===== config.mk =====
export PLATFORM = sky130hd
export DESIGN_NAME = unary_operand_driver
export DESIGN_NICKNAME = d
export VERILOG_FILES = /design/src/rtl/unary_operand_driver.sv
export SDC_FILE = /design/constraint.sdc
export NUM_CORES = 1
export LEC_CHECK = 0
export CAP_MARGIN = 20
export CORE_MARGIN = 3
export CORE_UTILIZATION = 50
export DETAILED_ROUTE_END_ITERATION = 12
export GPL_TIMING_DRIVEN = 0
export PLACE_DENSITY_LB_ADDON = 0.2
export SYNTH_ARGS = -nofsm -noshare
export SYNTH_HDL_FRONTEND = slang
export SYNTH_SLANG_ARGS = --single-unit

===== constraint.sdc =====
create_clock -name clk -period 4.7 [get_ports clk]
set_input_delay 0.94 -clock clk [delete_from_list [all_inputs] [get_ports clk]]
set_output_delay 0.94 -clock clk [all_outputs]
set_load 0.005 [all_outputs]

===== src/rtl/unary_operand_driver.sv =====
// Converts a binary digit pair into unary A/B pulse streams and sequences en/read_or_write for the mod-6 unary adder.
// Optional build macro: UNARY_DRV_STALL_EN adds a stall input that freezes the READ/DRAIN phases.
module unary_operand_driver #(
    parameter int DIGIT_W      = 3,
    parameter int MAX_DIGIT    = 5,
    parameter int DRAIN_CYCLES = 6
) (
    input  logic               clk,
    input  logic               rst_n,
`ifdef UNARY_DRV_STALL_EN
    input  logic               stall,
`endif
    input  logic               in_valid,
    output logic               in_ready,
    input  logic [DIGIT_W-1:0] a_digit,
    input  logic [DIGIT_W-1:0] b_digit,
    output logic               A,
    output logic               B,
    output logic               en,
    output logic               read_or_write,
    output logic               busy,
    output logic               done,
    output logic               clamp_err
);
    localparam int CNT_MAX = (MAX_DIGIT > DRAIN_CYCLES) ? MAX_DIGIT : DRAIN_CYCLES;
    localparam int CNT_W   = $clog2(CNT_MAX + 1);
    localparam logic [DIGIT_W-1:0] MAX_D      = DIGIT_W'(MAX_DIGIT);
    localparam logic [CNT_W-1:0]   DRAIN_LAST = CNT_W'(DRAIN_CYCLES - 1);

    typedef enum logic [1:0] {S_IDLE, S_READ, S_DRAIN, S_DONE} state_t;

    state_t             r_state, w_state_n;
    logic [CNT_W-1:0]   r_cnt, w_cnt_n;
    logic [CNT_W-1:0]   r_ca, r_cb, w_ca_n, w_cb_n;
    logic               r_clamp, w_clamp_n;
    logic               r_a, r_b, r_en, r_rw, r_busy, r_done;
    logic               w_a_n, w_b_n, w_en_n, w_rw_n, w_busy_n, w_done_n;
    logic               w_hold, w_stall;
    logic               w_a_clip, w_b_clip;
    logic [CNT_W-1:0]   w_ca_in, w_cb_in, w_len_in, w_len;

`ifdef UNARY_DRV_STALL_EN
    assign w_stall = stall;
`else
    assign w_stall = 1'b0;
`endif

    assign w_a_clip = (a_digit > MAX_D);
    assign w_b_clip = (b_digit > MAX_D);
    assign w_ca_in  = w_a_clip ? CNT_W'(MAX_D) : CNT_W'(a_digit);
    assign w_cb_in  = w_b_clip ? CNT_W'(MAX_D) : CNT_W'(b_digit);
    assign w_len_in = (w_ca_in > w_cb_in) ? w_ca_in : w_cb_in;
    assign w_len    = (r_ca > r_cb) ? r_ca : r_cb;

    assign in_ready = (r_state == S_IDLE);

    always_comb begin
        w_state_n = r_state;
        w_cnt_n   = r_cnt;
        w_ca_n    = r_ca;
        w_cb_n    = r_cb;
        w_clamp_n = r_clamp;
        w_hold    = 1'b0;
        case (r_state)
            S_IDLE: begin
                if (in_valid) begin
                    w_ca_n    = w_ca_in;
                    w_cb_n    = w_cb_in;
                    w_clamp_n = r_clamp | w_a_clip | w_b_clip;
                    w_state_n = (w_len_in != '0) ? S_READ : S_DRAIN;
                    w_cnt_n   = '0;
                end
            end
            S_READ: begin
                if (w_stall) begin
                    w_hold = 1'b1;
                end else if (r_cnt == w_len - CNT_W'(1)) begin
                    w_state_n = S_DRAIN;
                    w_cnt_n   = '0;
                end else begin
                    w_cnt_n = r_cnt + CNT_W'(1);
                end
            end
            S_DRAIN: begin
                if (w_stall) begin
                    w_hold = 1'b1;
                end else if (r_cnt == DRAIN_LAST) begin
                    w_state_n = S_DONE;
                    w_cnt_n   = '0;
                end else begin
                    w_cnt_n = r_cnt + CNT_W'(1);
                end
            end
            S_DONE: begin
                w_state_n = S_IDLE;
                w_cnt_n   = '0;
            end
            default: begin
                w_state_n = S_IDLE;
                w_cnt_n   = '0;
            end
        endcase

        // Outputs are decoded from the next state so the flops present each cycle's values right after the edge.
        w_busy_n = (w_state_n == S_READ) || (w_state_n == S_DRAIN);
        w_en_n   = w_busy_n && !w_hold;
        w_rw_n   = (w_state_n == S_DRAIN);
        w_a_n    = (w_state_n == S_READ) && !w_hold && (w_cnt_n < w_ca_n);
        w_b_n    = (w_state_n == S_READ) && !w_hold && (w_cnt_n < w_cb_n);
        w_done_n = (w_state_n == S_DONE);
    end

    always_ff @(posedge clk or negedge rst_n) begin
        if (!rst_n) begin
            r_state <= S_IDLE;
            r_cnt   <= '0;
            r_ca    <= '0;
            r_cb    <= '0;
            r_clamp <= 1'b0;
            r_a     <= 1'b0;
            r_b     <= 1'b0;
            r_en    <= 1'b0;
            r_rw    <= 1'b0;
            r_busy  <= 1'b0;
            r_done  <= 1'b0;
        end else begin
            r_state <= w_state_n;
            r_cnt   <= w_cnt_n;
            r_ca    <= w_ca_n;
            r_cb    <= w_cb_n;
            r_clamp <= w_clamp_n;
            r_a     <= w_a_n;
            r_b     <= w_b_n;
            r_en    <= w_en_n;
            r_rw    <= w_rw_n;
            r_busy  <= w_busy_n;
            r_done  <= w_done_n;
        end
    end

    assign A             = r_a;
    assign B             = r_b;
    assign en            = r_en;
    assign read_or_write = r_rw;
    assign busy          = r_busy;
    assign done          = r_done;
    assign clamp_err     = r_clamp;
endmodule


==> results.json <==
{
  "n_antenna_cell": 0,
  "multiInputGateArea_um2": 817,
  "viasPerCell": 5.95,
  "drv_cap": 0,
  "gr-usage-all-layers_pct": 18.4,
  "htreeDepth": 1,
  "cp-start-kind": "register",
  "grt_antenna_before_repair": 0,
  "rsz0062_at_grt": "no",
  "cts_buffers": 3,
  "grt_start_max_net_pins": 18,
  "clk_latency_ns": 0.29,
  "synth_flop_cell": "dfrtp_1",
  "ys_seq_area_share_pct": 32.2,
  "totalWireLength_um": 2820,
  "io_buffer_count": 16,
  "place_congestion": 0.902,
  "dpl.hpwl_um": 2240,
  "ys_async_sr_fraction_pct": 100,
  "avgSynthCellArea_um2": 9.06,
  "ys_types": 47,
  "path_class": "register to register",
  "hold_violations": 0,
  "crit_arrival_ns": 3.97,
  "synth_area_leaders": "dfrtp_1 32%, ha_1 15%, a21oi_1 3.4%",
  "slowest_delay_ns": 0.42,
  "crit_path_end_kind": "register",
  "ctsHoldBuffers": 0,
  "vias": 1167,
  "final_common_cell": "dfrtp_1",
  "die_area_mm2": 0.00330,
  "post-route-period-util_pct": 80.0,
  "worst_pin_slew_ns": 0.750,
  "cp_max_fo": 6,
  "synth_edf_count": 0,
  "cts_tree": "built",
  "die_h_um": 57.4,
  "cp_common_cell": "ha_1",
  "grt_pass1_vias": 1130,
  "clkTransAtPathRegs_ns": 0.09,
  "cts.sinks": 17,
  "rrSetupSlack_ns": 0.94,
  "post-place-ws_ns": 0.815,
  "overflow": 0,
  "final_cell_mix": "17 x dfrtp_1, 16 x ha_1, 16 x clkdlybuf4s50_1",
  "synth-seq-cells": 17,
  "post-synth-top-area-cell": "dfrtp_1",
  "firstDrtPassIters": 6,
  "outcome": "finished clean",
  "syn_area_mm2": 0.00132,
  "first_iter_violations": 46,
  "fin_skew_ns": 0.00269,
  "required_ns": 4.91,
  "max_freq_mhz": 266,
  "row_count": 18,
  "drive_gt1_share_pct": 6.63,
  "nFillCells": 220,
  "cts_setup_buffers": 0,
  "cts_root_buffer": "clkbuf_4",
  "fp.dieW_um": 57.4,
  "path_buf_inv": 1,
  "seq_area_um2": 425,
  "ant_nets": 0,
  "cts.path.max_buffers": 2,
  "worstHoldPathType": "register to register",
  "slew_viol_final": 0,
  "areaGrowthSynthToFinish_pct": 16.9,
  "nNetsFinal": 192,
  "syn_inst": 146,
  "setup_viol": 0,
  "grt_pass1_wl_um": 4750,
  "fin_ws_ns": 0.939,
  "crit_family": "compound AO/OA/AOI/OAI gates",
  "whs_ns": 0.497,
  "ctsResizeCount": 0,
  "yosysWarnings": 0,
  "core_area_mm2": 0.00250,
  "finalSetupTns_ns": 0,
  "synth_top_area_share_pct": 32.2,
  "crit_chain": "inv_1 > ha_1 > nor2b_4 > nor2_1 > o311ai_0 > o21ai_1 > ha_1 > xor2_1 > nand2b_1 > nor4_1 > nor2_1 > a21oi_2 > o32ai_1 > ha_1 > a21oi_1 > o21ai_0 > a31oi_1",
  "cp_slowest_cell": "dfrtp_1",
  "relSlewSlack_pct": 49.8,
  "syn-num-nets": 171,
  "pin_count": 17,
  "min_period_ns": 3.76,
  "start_util_pct": 52.9,
  "drc_errors": 0,
  "detail_route.wl_per_cell_um": 14.4
}
registers in the layout, summed over array words and instances (netlist names):
register       cells
done               1
B                  1
r_cnt              3
busy               1
r_ca               3
r_state            2
r_cb               3
read_or_write      1
clamp_err          1
A                  1
cell usage after synthesis, types with 2 or more instances:
cell / count
xor2_1: 2
inv_1: 12
nand2_1: 11
a31oi_1: 2
o221a_1: 2
o32ai_1: 2
o21a_1: 4
mux2_1: 2
dfrtp_1: 17
o221ai_1: 2
nand3_1: 3
o21ai_1: 3
nor2b_1: 4
o21ai_0: 5
a21oi_1: 9
a22oi_1: 3
nand2b_1: 5
a21o_1: 2
nor4_1: 3
mux2i_1: 3
nor2_1: 9
ha_1: 16
final cells by class:
class | count | share of cell area (%)
plain buffers | 5 | 2.02
repair buffers | 16 | 10.4
well taps | 30 | 2.43
multi-input cells | 111 | 52.8
inverters | 13 | 3.16
flip-flops and latches | 17 | 27.5
clock buffers | 4 | 1.70
worst reg2reg max path: stages, from the launching register on:
cell and delay (ns):
dfrtp_1 0.42, inv_1 0.06, ha_1 0.37, nor2b_4 0.21, nor2_1 0.07, o311ai_0 0.27, o21ai_1 0.15, ha_1 0.30
xor2_1 0.19, nand2b_1 0.08, nor4_1 0.28, nor2_1 0.09, a21oi_2 0.25, o32ai_1 0.19, ha_1 0.35, a21oi_1 0.15
o21ai_0 0.09, a31oi_1 0.15
layer usage:
metal  global-route usage [%]  routed length [um]
met5                        0                   0
met1                     23.3                1270
met2                     31.1                1400
met4                     7.95                  25
met3                     2.71                 123
path summary, 6_finish.rpt:
path / from / endpoint / cells after the start
max: r_cb[1]$_DFF_PN0_ / A$_DFF_PN0_ / 17
min: clamp_err$_DFFE_PN0P_ / clamp_err$_DFFE_PN0P_ / 1
max reg2reg: r_cb[1]$_DFF_PN0_ / A$_DFF_PN0_ / 17
min reg2reg: clamp_err$_DFFE_PN0P_ / clamp_err$_DFFE_PN0P_ / 1
max in group asynchronous: rst_n / busy$_DFF_PN0_ / 1
min in group asynchronous: rst_n / r_cnt[0]$_DFF_PN0_ / 1
logic make-up after synthesis:
group | after synthesis | synth area share (%)
xor+xnor | 3 | 1.99
buf+inv | 18 | 6.05
fa+ha+maj | 16 | 15.1
compound gates | 44 | 23.6
flops | 17 | 32.2
mux | 6 | 4.82
simple gates | 42 | 16.3
through the flow:
stage | instance area, um^2 | util (%) | std cells
global placement | 1520 | 60.8 | 192
finish | 1550 | 61.9 | 196
global route | 1550 | 61.9 | 196
detailed placement | 1520 | 60.8 | 192
floorplan | 1320 | - | 146
CTS | 1550 | 61.9 | 196
Power is not shown: default switching activity piles up to over one toggle a cycle in this logic, so the estimate is an artifact.
